**src/rtl/mv_pkg.sv**
```systemverilog
`default_nettype none
// +-----------------------------------------------------------------------+
// | mv_pkg : shared geometry, vector type, FSM encoding, output saturation |
// | Rev 1.0 - initial release                                              |
// +-----------------------------------------------------------------------+
package mv_pkg;

  localparam int BH         = 40;
  localparam int BV         = 30;
  localparam int W          = 12;
  localparam int RANGE      = 7;
  localparam int FRAME_VECS = BH * BV;

  typedef logic signed [W-1:0] mv_t;

  typedef enum logic [1:0] {
    FILL  = 2'd0,
    RUN   = 2'd1,
    DRAIN = 2'd2
  } mv_state_t;

  localparam mv_t c_MV_MAX = mv_t'(RANGE);
  localparam mv_t c_MV_MIN = mv_t'(-RANGE);

  function automatic mv_t mv_sat(input mv_t v);
    mv_t r;
    r = v;
    if (v > c_MV_MAX) begin
      r = c_MV_MAX;
    end else if (v < c_MV_MIN) begin
      r = c_MV_MIN;
    end
    return r;
  endfunction

endpackage
`default_nettype wire

```
**src/rtl/median9.sv**
```systemverilog
`default_nettype none
// +-----------------------------------------------------------------------+
// | median9 : combinational signed median of nine (19 compare-exchanges)   |
// | Rev 1.0 - initial release                                              |
// +-----------------------------------------------------------------------+
module median9
  import mv_pkg::*;
(
  input  mv_t d [9],
  output mv_t med
);

  // Exchange pairs (lo, hi); after the network slot 4 holds the median.
  localparam logic [3:0] c_CX_A [19] = '{4'd1, 4'd4, 4'd7, 4'd0, 4'd3, 4'd6, 4'd1, 4'd4, 4'd7, 4'd0,
                                         4'd5, 4'd4, 4'd3, 4'd1, 4'd2, 4'd4, 4'd4, 4'd6, 4'd4};
  localparam logic [3:0] c_CX_B [19] = '{4'd2, 4'd5, 4'd8, 4'd1, 4'd4, 4'd7, 4'd2, 4'd5, 4'd8, 4'd3,
                                         4'd8, 4'd7, 4'd6, 4'd4, 4'd5, 4'd7, 4'd2, 4'd4, 4'd2};

  mv_t w_p [9];
  mv_t w_t;

  always_comb begin
    w_p = d;
    w_t = '0;
    for (int i = 0; i < 19; i++) begin
      if (w_p[c_CX_A[i]] > w_p[c_CX_B[i]]) begin
        w_t              = w_p[c_CX_A[i]];
        w_p[c_CX_A[i]]   = w_p[c_CX_B[i]];
        w_p[c_CX_B[i]]   = w_t;
      end
    end
  end

  assign med = w_p[4];

endmodule
`default_nettype wire

```
**src/rtl/mv_median_filter.sv**
```systemverilog
`default_nettype none
// +-----------------------------------------------------------------------+
// | mv_median_filter : streaming 3x3 component-wise median of MV field     |
// | Optional: define MV_CLAMP_EN to saturate outputs to [-RANGE, +RANGE].  |
// | Rev 1.0 - initial release                                              |
// +-----------------------------------------------------------------------+
module mv_median_filter
  import mv_pkg::*;
(
  input  logic clk,
  input  logic rst,
  input  logic in_valid,
  output logic in_ready,
  input  mv_t  in_mv_x,
  input  mv_t  in_mv_y,
  output logic out_valid,
  input  logic out_ready,
  output mv_t  out_mv_x,
  output mv_t  out_mv_y,
  output logic out_eof
);

  localparam int c_TAPS = 2 * BH + 2;
  localparam int c_ICW  = $clog2(FRAME_VECS);
  localparam int c_XCW  = $clog2(BH);
  localparam int c_YCW  = $clog2(BV);
  localparam logic [c_ICW-1:0] c_IN_FILL_LAST = c_ICW'(BH + 1);
  localparam logic [c_ICW-1:0] c_IN_LAST      = c_ICW'(FRAME_VECS - 1);
  localparam logic [c_XCW-1:0] c_COL_LAST     = c_XCW'(BH - 1);
  localparam logic [c_YCW-1:0] c_ROW_LAST     = c_YCW'(BV - 1);

  mv_state_t        r_state;
  mv_state_t        w_state_nxt;
  logic             r_active;
  logic [c_ICW-1:0] r_in_cnt;
  logic [c_XCW-1:0] r_ocol;
  logic [c_YCW-1:0] r_orow;

  mv_t r_lx [c_TAPS];
  mv_t r_ly [c_TAPS];
  mv_t w_nx [c_TAPS+1];
  mv_t w_ny [c_TAPS+1];
  mv_t w_win_x [9];
  mv_t w_win_y [9];
  mv_t w_med_x, w_med_y;
  mv_t w_sel_x, w_sel_y;
  mv_t w_fin_x, w_fin_y;

  logic r_out_valid, r_out_eof;
  mv_t  r_out_x, r_out_y;

  logic w_slot_free, w_in_fire, w_out_fire;
  logic w_shift, w_load, w_border, w_last_out;

  assign w_slot_free = !r_out_valid || out_ready;
  assign w_out_fire  = r_out_valid && out_ready;
  assign in_ready    = r_active && ((r_state == FILL) || ((r_state == RUN) && w_slot_free));
  assign w_in_fire   = in_valid && in_ready;

  // Post-shift view: tap 0 is the incoming vector, the 3x3 centre sits at BH+1.
  always_comb begin
    w_nx[0] = in_mv_x;
    w_ny[0] = in_mv_y;
    for (int i = 1; i <= c_TAPS; i++) begin
      w_nx[i] = r_lx[i-1];
      w_ny[i] = r_ly[i-1];
    end
  end

  always_comb begin
    for (int r = 0; r < 3; r++) begin
      for (int c = 0; c < 3; c++) begin
        w_win_x[3*r+c] = w_nx[r*BH+c];
        w_win_y[3*r+c] = w_ny[r*BH+c];
      end
    end
  end

  median9 u_med_x (.d(w_win_x), .med(w_med_x));
  median9 u_med_y (.d(w_win_y), .med(w_med_y));

  assign w_border   = (r_orow == '0) || (r_orow == c_ROW_LAST) ||
                      (r_ocol == '0) || (r_ocol == c_COL_LAST);
  assign w_last_out = (r_orow == c_ROW_LAST) && (r_ocol == c_COL_LAST);
  assign w_sel_x    = w_border ? w_nx[BH+1] : w_med_x;
  assign w_sel_y    = w_border ? w_ny[BH+1] : w_med_y;

`ifdef MV_CLAMP_EN
  assign w_fin_x = mv_sat(w_sel_x);
  assign w_fin_y = mv_sat(w_sel_y);
`else
  assign w_fin_x = w_sel_x;
  assign w_fin_y = w_sel_y;
`endif

  // Line buffers as shift chains; drain steps shift filler so the centre tap stays aligned.
  always_ff @(posedge clk) begin
    if (w_shift) begin
      for (int i = 0; i < c_TAPS; i++) begin
        r_lx[i] <= w_nx[i];
        r_ly[i] <= w_ny[i];
      end
    end
  end

  always_ff @(posedge clk or negedge rst) begin
    if (!rst) begin
      r_state <= FILL;
    end else begin
      r_state <= w_state_nxt;
    end
  end

  always_comb begin
    w_state_nxt = r_state;
    w_shift     = 1'b0;
    w_load      = 1'b0;
    case (r_state)
      FILL: begin
        if (w_in_fire) begin
          w_shift = 1'b1;
          if (r_in_cnt == c_IN_FILL_LAST) begin
            w_load      = 1'b1;
            w_state_nxt = RUN;
          end
        end
      end
      RUN: begin
        if (w_in_fire) begin
          w_shift = 1'b1;
          w_load  = 1'b1;
          if (r_in_cnt == c_IN_LAST) begin
            w_state_nxt = DRAIN;
          end
        end
      end
      DRAIN: begin
        if (w_slot_free && !(r_out_valid && r_out_eof)) begin
          w_shift = 1'b1;
          w_load  = 1'b1;
        end
        if (w_out_fire && r_out_eof) begin
          w_state_nxt = FILL;
        end
      end
      default: w_state_nxt = FILL;
    endcase
  end

  always_ff @(posedge clk or negedge rst) begin
    if (!rst) begin
      r_active    <= 1'b0;
      r_in_cnt    <= '0;
      r_ocol      <= '0;
      r_orow      <= '0;
      r_out_valid <= 1'b0;
      r_out_eof   <= 1'b0;
      r_out_x     <= '0;
      r_out_y     <= '0;
    end else begin
      r_active <= 1'b1;
      if (w_in_fire) begin
        r_in_cnt <= (r_in_cnt == c_IN_LAST) ? '0 : r_in_cnt + 1'b1;
      end
      if (w_load) begin
        r_out_valid <= 1'b1;
        r_out_eof   <= w_last_out;
        r_out_x     <= w_fin_x;
        r_out_y     <= w_fin_y;
        if (r_ocol == c_COL_LAST) begin
          r_ocol <= '0;
          r_orow <= (r_orow == c_ROW_LAST) ? '0 : r_orow + 1'b1;
        end else begin
          r_ocol <= r_ocol + 1'b1;
        end
      end else if (w_out_fire) begin
        r_out_valid <= 1'b0;
        r_out_eof   <= 1'b0;
      end
    end
  end

  assign out_valid = r_out_valid;
  assign out_eof   = r_out_eof;
  assign out_mv_x  = r_out_x;
  assign out_mv_y  = r_out_y;

endmodule
`default_nettype wire

```
**config.mk**
```make
export PLATFORM = sky130hd
export DESIGN_NAME = mv_median_filter
export DESIGN_NICKNAME = d
export VERILOG_FILES = /design/src/rtl/mv_pkg.sv /design/src/rtl/median9.sv /design/src/rtl/mv_median_filter.sv
export SDC_FILE = /design/constraint.sdc
export NUM_CORES = 2
export LEC_CHECK = 0
export CORE_UTILIZATION = 50
export CTS_CLUSTER_DIAMETER = 200
export DETAILED_ROUTE_END_ITERATION = 7
export PLACE_DENSITY = 0.7
export SETUP_SLACK_MARGIN = 0.02
export SLEW_MARGIN = 20
export SYNTH_ARGS = -nofsm -noshare
export SYNTH_HDL_FRONTEND = slang
export SYNTH_HIERARCHICAL = 1
export SYNTH_SLANG_ARGS = --single-unit
```
**constraint.sdc**
```tcl
create_clock -name clk -period 47.6 [get_ports clk]
set_input_delay 9.52 -clock clk [delete_from_list [all_inputs] [get_ports clk]]
set_output_delay 9.52 -clock clk [all_outputs]
set_load 0.01 [all_outputs]
```
-- Word-level counts from Yosys, hierarchy flattened
Memories as Yosys holds them, arrays and structs flattened.
Cells that the tools add are included.
- add/sub/neg operators: 3
- order comparisons: 38
- equal/unequal tests: 11
- multiplexer cells: 64
- reduce and logical (&&, ||, !) cells: 22
- operators by type and width (operator ; count):
    $gt A12 B12 Y1 ; 38
    $mux W24 ; 18
    $mux W12 ; 26
    $add A11 B1 Y11 const B ; 1
    $eq A11 B11 Y1 const B ; 1
    $eq A11 B6 Y1 const B ; 1
    $mux W11 ; 1
    $mux W2 ; 5
    $mux W1 ; 9
    $logic_and A1 B1 Y1 ; 8
    $add A6 B1 Y6 const B ; 1
    $eq A6 B6 Y1 const B ; 1
    $logic_not A6 Y1 ; 1
    $mux W6 ; 1
    $ne A2 B2 Y1 const B ; 3
    $pmux W2 S3 ; 1
    $add A5 B1 Y5 const B ; 1
    $eq A5 B5 Y1 const B ; 1
    $logic_not A5 Y1 ; 1
    $logic_or A1 B1 Y1 ; 5
    $mux W5 ; 1
    $reduce_and A5 Y1 ; 1
    $ne A2 B1 Y1 const B ; 2
    $pmux W1 S3 ; 1
    8 further kinds ; 9
- register bits after elaboration: 51
- memory bits (writable): 1968
- input bits: 28
- word-level logic and storage cells: 149
- memories kept: 2
- memory list (name ; words ; bits a word ; rd ports ; clocked after Yosys merged registers in ; wr ports ; line ; RTL):
    r_lx ; 82 ; 12 ; 82 ; 0 ; 82 ; mv_median_filter.sv:39 ; mv_t r_lx [c_TAPS];
    r_ly ; 82 ; 12 ; 82 ; 0 ; 82 ; mv_median_filter.sv:40 ; mv_t r_ly [c_TAPS];

-- Longest topological paths before layout
- word-level depth: 19
- mapped depth: 129

-- By module
Netlist, hierarchy kept.
- modules (own cells, without submodules) (module ; times used ; cells an instance ; area an instance (um^2)):
    mv_median_filter ; 1 ; 2224 ; 61674.2
    median9 (u_med_y) ; 1 ; 1521 ; 10364.9
    median9 (u_med_x) ; 1 ; 1458 ; 9633.0

-- Least setup slack after synthesis
No wires, ideal clock.
- kind: input -> register
- start: input port out_ready
- end: memory r_lx[0][0] (netlist bit) (enable)
- setup time: 13314 ps
- data arrival time: 41618 ps
- required time: 34286 ps
- setup slack: -7332 ps
- stages: 3
- path buffers: 0
- path through: nand3b_1 > nand4_1 > nand2_1
- RTL lines (item ; line ; RTL):
    start, declared ; mv_median_filter.sv:17 ; input logic out_ready,
    end, declared ; mv_median_filter.sv:39 ;

-- Worst setup path after layout
- start: input port in_mv_y[1]
- end: register r_out_y[2] (netlist: out_mv_y[2])
- cells in the longest elaborated chain, start to end: 15
- elaborated cells between the ends (all ways): 22
- RTL lines (item ; line ; RTL):
    start, declared ; mv_median_filter.sv:15 ; input mv_t in_mv_y,
    $gt A12 B12 Y1 ; median9.sv:26 ; if (w_p[c_CX_A[i]] > w_p[c_CX_B[i]]) begin
    $mux W24 * ; median9.sv:26 ;
    $gt A12 B12 Y1 ; median9.sv:26 ;
    $mux W24 ; median9.sv:26 ;
    $gt A12 B12 Y1 ; median9.sv:26 ;
    $mux W12 ; median9.sv:26 ;
    $gt A12 B12 Y1 ; median9.sv:26 ;
    $mux W12 ; median9.sv:26 ;
    $gt A12 B12 Y1 ; median9.sv:26 ;
    $mux W12 ; median9.sv:26 ;
    $gt A12 B12 Y1 ; median9.sv:26 ;
    $mux W12 ; median9.sv:26 ;
    $gt A12 B12 Y1 ; median9.sv:26 ;
    $mux W12 * ; median9.sv:26 ;
    net w_med_y[2] ; mv_median_filter.sv:45 ; mv_t w_med_x, w_med_y;
    $mux W12 * ; mv_median_filter.sv:86 ; assign w_sel_y = w_border ? w_ny[BH+1] : w_med_y;
    end signal, assigned ; mv_median_filter.sv:169 ; r_out_y <= w_fin_y;
    end, declared ; mv_median_filter.sv:50 ; mv_t r_out_x, r_out_y;
The timed path passes the listed nets; every way through them passes the cells marked *.
A chain may end at the register's enable or synchronous reset.

==> reports/results.md <==
| Metric | Value | Unit |
| --- | --- | --- |
| Outcome | completed | - |
| Worst hold path class | reg -> reg | - |
| Path depth of the worst reg2reg path | 112 | - |
| Clock transition at the registers of the reported paths | 60 | ps |
| Minimum setup slack among reg-to-reg paths | 22120 | ps |
| CTS tree | yes | - |
| Routability-driven placement congestion ratio | 0.914 | - |
| Synth Area in XOR/XNOR | 0.311 | % |
| Initial DRT Pass Iterations | 6 | - |
| Area of all sequential standard cells | 60400 | sq um |
| Synth async-reset ratio | 2.53 | % |
| Compound-cell area share of the yosys netlist | 6.63 | % |
| Final Hold Violating Endpoints | 0 | - |
| Per-instance average area after synthesis | 15.7 | sq um |
| Highest attainable clock frequency | 0.0351 | GHz |
| Area Growth Syn to Fin | 11.8 | % |
| Yosys Warn Count | 6 | - |
| Overall via count from detail_route | 41.8k | - |
| Filler cell count in the final layout | 12.4k | - |
| Placement-stage worst setup slack | 18500 | ps |
| CTS root buffer | sky130_fd_sc_hd__clkbuf_16 | - |
| CP bufs+invs | 10 | - |
| Sequential area share after synthesis | 73.9 | % |
| Final Setup Violations | 0 | - |
| Largest net degree at the start of global routing | 219 | - |
| Maximum root-to-sink buffer count | 3 | - |
| Routed length per instance | 20.5 | um |
| Post-Route WL | 158000 | um |
| Fraction of synthesized area in multiplexers | 4.03 | % |
| Setup repair after global routing missed its margin | no | - |
| Post-Syn Area | 81700 | sq um |
| Area of the multi-input gates | 19600 | sq um |
| Post_cts resized | 0 | - |
| Number of ports placed on the die boundary | 55 | - |
| Starting density of the core | 50.6 | % |
| Number of antenna violations at the first check in global routing | 0 | - |
| Highest cell delay on the worst timing path | 590 | ps |
| Total clock buffers created by CTS | 188 | - |
| Antenna-violating nets left | 0 | - |
| Basic-gate share of the synthesized area counting and, or, nand and nor cells | 6.14 | % |
| Leading cell type by number of instances after synthesis | sky130_fd_sc_hd__edfxtp_1 | - |
| Top fanout value on the critical path | 45 | - |
| Via count of the first global-routing pass | 40.5k | - |
| Wire length of the first global-routing pass | 240000 | um |
| Most used cell, CP | sky130_fd_sc_hd__a21oi_1 | - |
| Post-Route Skew | 53.3 | ps |
| DIE HEIGHT | 406 | um |
| Area share of the largest cell type after synthesis | 72.4 | % |
| Synthesized instance count | 5203 | - |
| Initial DRC count | 3525 | - |
| Routed via count divided by cell count | 5.43 | - |
| Insertion delay to the later sink of the worst-skew pair | 800 | ps |
| Data arrival, critical path | 29130 | ps |
| Most instantiated cells after synthesis | sky130_fd_sc_hd__edfxtp_1, sky130_fd_sc_hd__ha_1, sky130_fd_sc_hd__nor2_1, sky130_fd_sc_hd__a21oi_1, sky130_fd_sc_hd__inv_1 | - |
| Syn Nets | 5674 | - |
| # DRC | 0 | - |
| Hold path start | r_ly[1][278] | - |
| Num rows | 147 | - |
| Slew at the pin closest to its max-slew limit | 1110 | ps |
| Horiz. Die Dim | 406 | um |
| Setup crit start kind | input port | - |
| Type of element capturing the critical path | flop | - |
| Reg2Reg Capture Point | out_mv_y[2] | - |
| H-tree Lvls | 4 | - |
| Crit share post-route | 59.8 | % |
| Number of stages on the worst hold path | 0 | - |
| Endpoint, Worst Hold | r_ly[1][290] | - |
| Diode insertion count for antenna repair | 0 | - |
| Number of flip-flops and latches in the synthesized netlist | 2019 | - |
| Post-layout net count | 5843 | - |
| Post-CTS setup buffer count | 0 | - |
| Top Family by Delay on Critical Path | compound AO/OA/AOI/OAI gates | - |
| Count of final max-slew check failures | 0 | - |
| Max-slew headroom at the worst pin | 26.2 | % |
| PnR worst setup slack | 19150 | ps |
| Minimum period implied by the final worst setup slack | 28450 | ps |
| Sum of negative setup slack | 0 | ps |
| Core Area | 161000 | sq um |
| Gr ovfl total | 0 | - |
| Count of port buffers added during placement | 54 | - |
| Reg-to-reg startpoint | r_ly[2][209] | - |
| CTS sink cnt | 2019 | - |
| Global router's overall resource usage | 19.2 | % |
| Yosys cell types | 104 | - |
| Layout cell share with drive strength beyond 1 | 7.89 | % |
| Main combinational cell family by area after synthesis | adder cells | - |
| Critical-path top delay cell | sky130_fd_sc_hd__a21oi_1 | - |
| Adder-cell area share of the yosys netlist | 6.84 | % |
| DPL Wire Length | 105000 | um |
| Required time of the critical path | 48270 | ps |
| Count of flip-flops with a built-in enable after synthesis | 1968 | - |
| Hold-fix buffers at CTS | 0 | - |
| Area leader, netlist | sky130_fd_sc_hd__edfxtp_1 | - |
| Number of maximum-capacitance violations | 0 | - |
| Die area | 165000 | sq um |
| Cell types occupying the most area after synthesis | sky130_fd_sc_hd__edfxtp_1, sky130_fd_sc_hd__ha_1, sky130_fd_sc_hd__mux2i_1, sky130_fd_sc_hd__a21oi_1, sky130_fd_sc_hd__nor2_1 | - |
| Dominant synthesized flop cell | sky130_fd_sc_hd__edfxtp_1 | - |
| Worst Setup Path Type | in -> reg | - |
==> cells by family (layout without fill, tap and decap cells) <==
| group | after synthesis | after routing |
|---|---|---|
| DFF | 2019 | 2019 |
| and+or+nand+nor | 1047 | 1047 |
| AOI/OAI and AO/OA | 891 | 891 |
| buffers and inverters | 449 | 782 |
| adders and majority gates | 447 | 447 |
| muxes | 320 | 320 |
| xor gates and xnor gates | 29 | 29 |
| other | 1 | 1 |
==> layout make-up <==
type	instances	area share [%]
clock buffer	230	5.40
clock inverter	124	1.55
timing repair buffer	111	1.13
sequential	2019	66.1
inverter	317	1.30
multi-input combinational	2735	21.5
tap	2160	2.96
==> through the flow <==
stage / area, sq um / std cells / hold WS, ps / util (%)
finish: 91300 / 7696 / 372 / 56.6
global route: 91300 / 7696 / 370 / 56.6
CTS: 91300 / 7696 / 366 / 56.6
detailed placement: 84900 / 7342 / 405 / 52.6
global placement: 84900 / 7342 / 401 / 52.6
floorplan: 81700 / 5203 / 400 / -
==> registers in the layout, summed over array words and instances (netlist names) <==
register and flops:
out_eof 1, r_ocol 6, r_lx 984, r_orow 5, out_valid 1, out_mv_x 12, r_active 1, r_state 2
r_ly 984, out_mv_y 12, r_in_cnt 11
==> placed cells by master, fill, tap and decap left out, types with 11 or more instances in the layout <==
cell type,n
sky130_fd_sc_hd__a21o_1,35
sky130_fd_sc_hd__a21oi_1,381
sky130_fd_sc_hd__a31oi_1,15
sky130_fd_sc_hd__and2_1,20
sky130_fd_sc_hd__and3_1,15
sky130_fd_sc_hd__and4_1,16
sky130_fd_sc_hd__buf_4,50
sky130_fd_sc_hd__bufinv_16,21
sky130_fd_sc_hd__clkbuf_1,36
sky130_fd_sc_hd__clkbuf_16,189
sky130_fd_sc_hd__clkdlybuf4s50_1,53
sky130_fd_sc_hd__clkinv_1,37
sky130_fd_sc_hd__clkinv_2,32
sky130_fd_sc_hd__dfrtp_1,51
sky130_fd_sc_hd__edfxtp_1,1968
sky130_fd_sc_hd__ha_1,443
sky130_fd_sc_hd__inv_1,316
sky130_fd_sc_hd__inv_6,11
sky130_fd_sc_hd__mux2_2,39
sky130_fd_sc_hd__mux2i_1,275
sky130_fd_sc_hd__nand2_1,219
sky130_fd_sc_hd__nand2b_1,49
sky130_fd_sc_hd__nand3_1,41
sky130_fd_sc_hd__nand4_1,78
sky130_fd_sc_hd__nor2_1,398
sky130_fd_sc_hd__nor2b_1,86
sky130_fd_sc_hd__nor3_1,50
sky130_fd_sc_hd__nor4_1,27
sky130_fd_sc_hd__o211ai_1,13
sky130_fd_sc_hd__o21a_1,90
sky130_fd_sc_hd__o21ai_0,237
sky130_fd_sc_hd__or3_1,11
sky130_fd_sc_hd__xnor2_1,21
==> worst register-to-register path: cells and delay by family, from the launching register on <==
| kind | cells | cell delay, ps |
|---|---|---|
| multiplexers | 8 | 2700 |
| buffers and inverters | 11 | 3130 |
| flip-flops | 1 | 400 |
| AND/OR/NAND/NOR | 31 | 4860 |
| adder cells (fa/ha/maj) | 9 | 2460 |
| AO/OA/AOI/OAI | 53 | 11830 |
==> how the worst max path moves through the flow <==
stage | slack, ps | endpoint | cells past startpoint | startpoint
after floorplan | 12870 | r_lx[0][0] | 3 | out_ready
after detailed placement | 18500 | out_mv_x[4] | 102 | in_mv_x[1]
after global placement | 18610 | out_mv_y[5] | 104 | in_mv_y[1]
after global routing | 17110 | out_mv_x[6] | 102 | in_mv_x[1]
after CTS | 19320 | out_mv_y[2] | 103 | in_mv_y[1]
final | 19150 | out_mv_y[2] | 103 | in_mv_y[1]
==> routing by layer <==
metal  GRT usage [%]  up-vias  routed length (um)  share of wire (%)
li1                -    20100                   -                  -
met1            28.1    20800               75200                 48
met2            30.1      788               73100                 46
met3            3.06      191                6600                4.2
met4            4.90        0                3160                2.0
met5               0        -                   0                  0
Power is not shown: default switching activity piles up to over one toggle a cycle in this logic, so the estimate is an artifact.
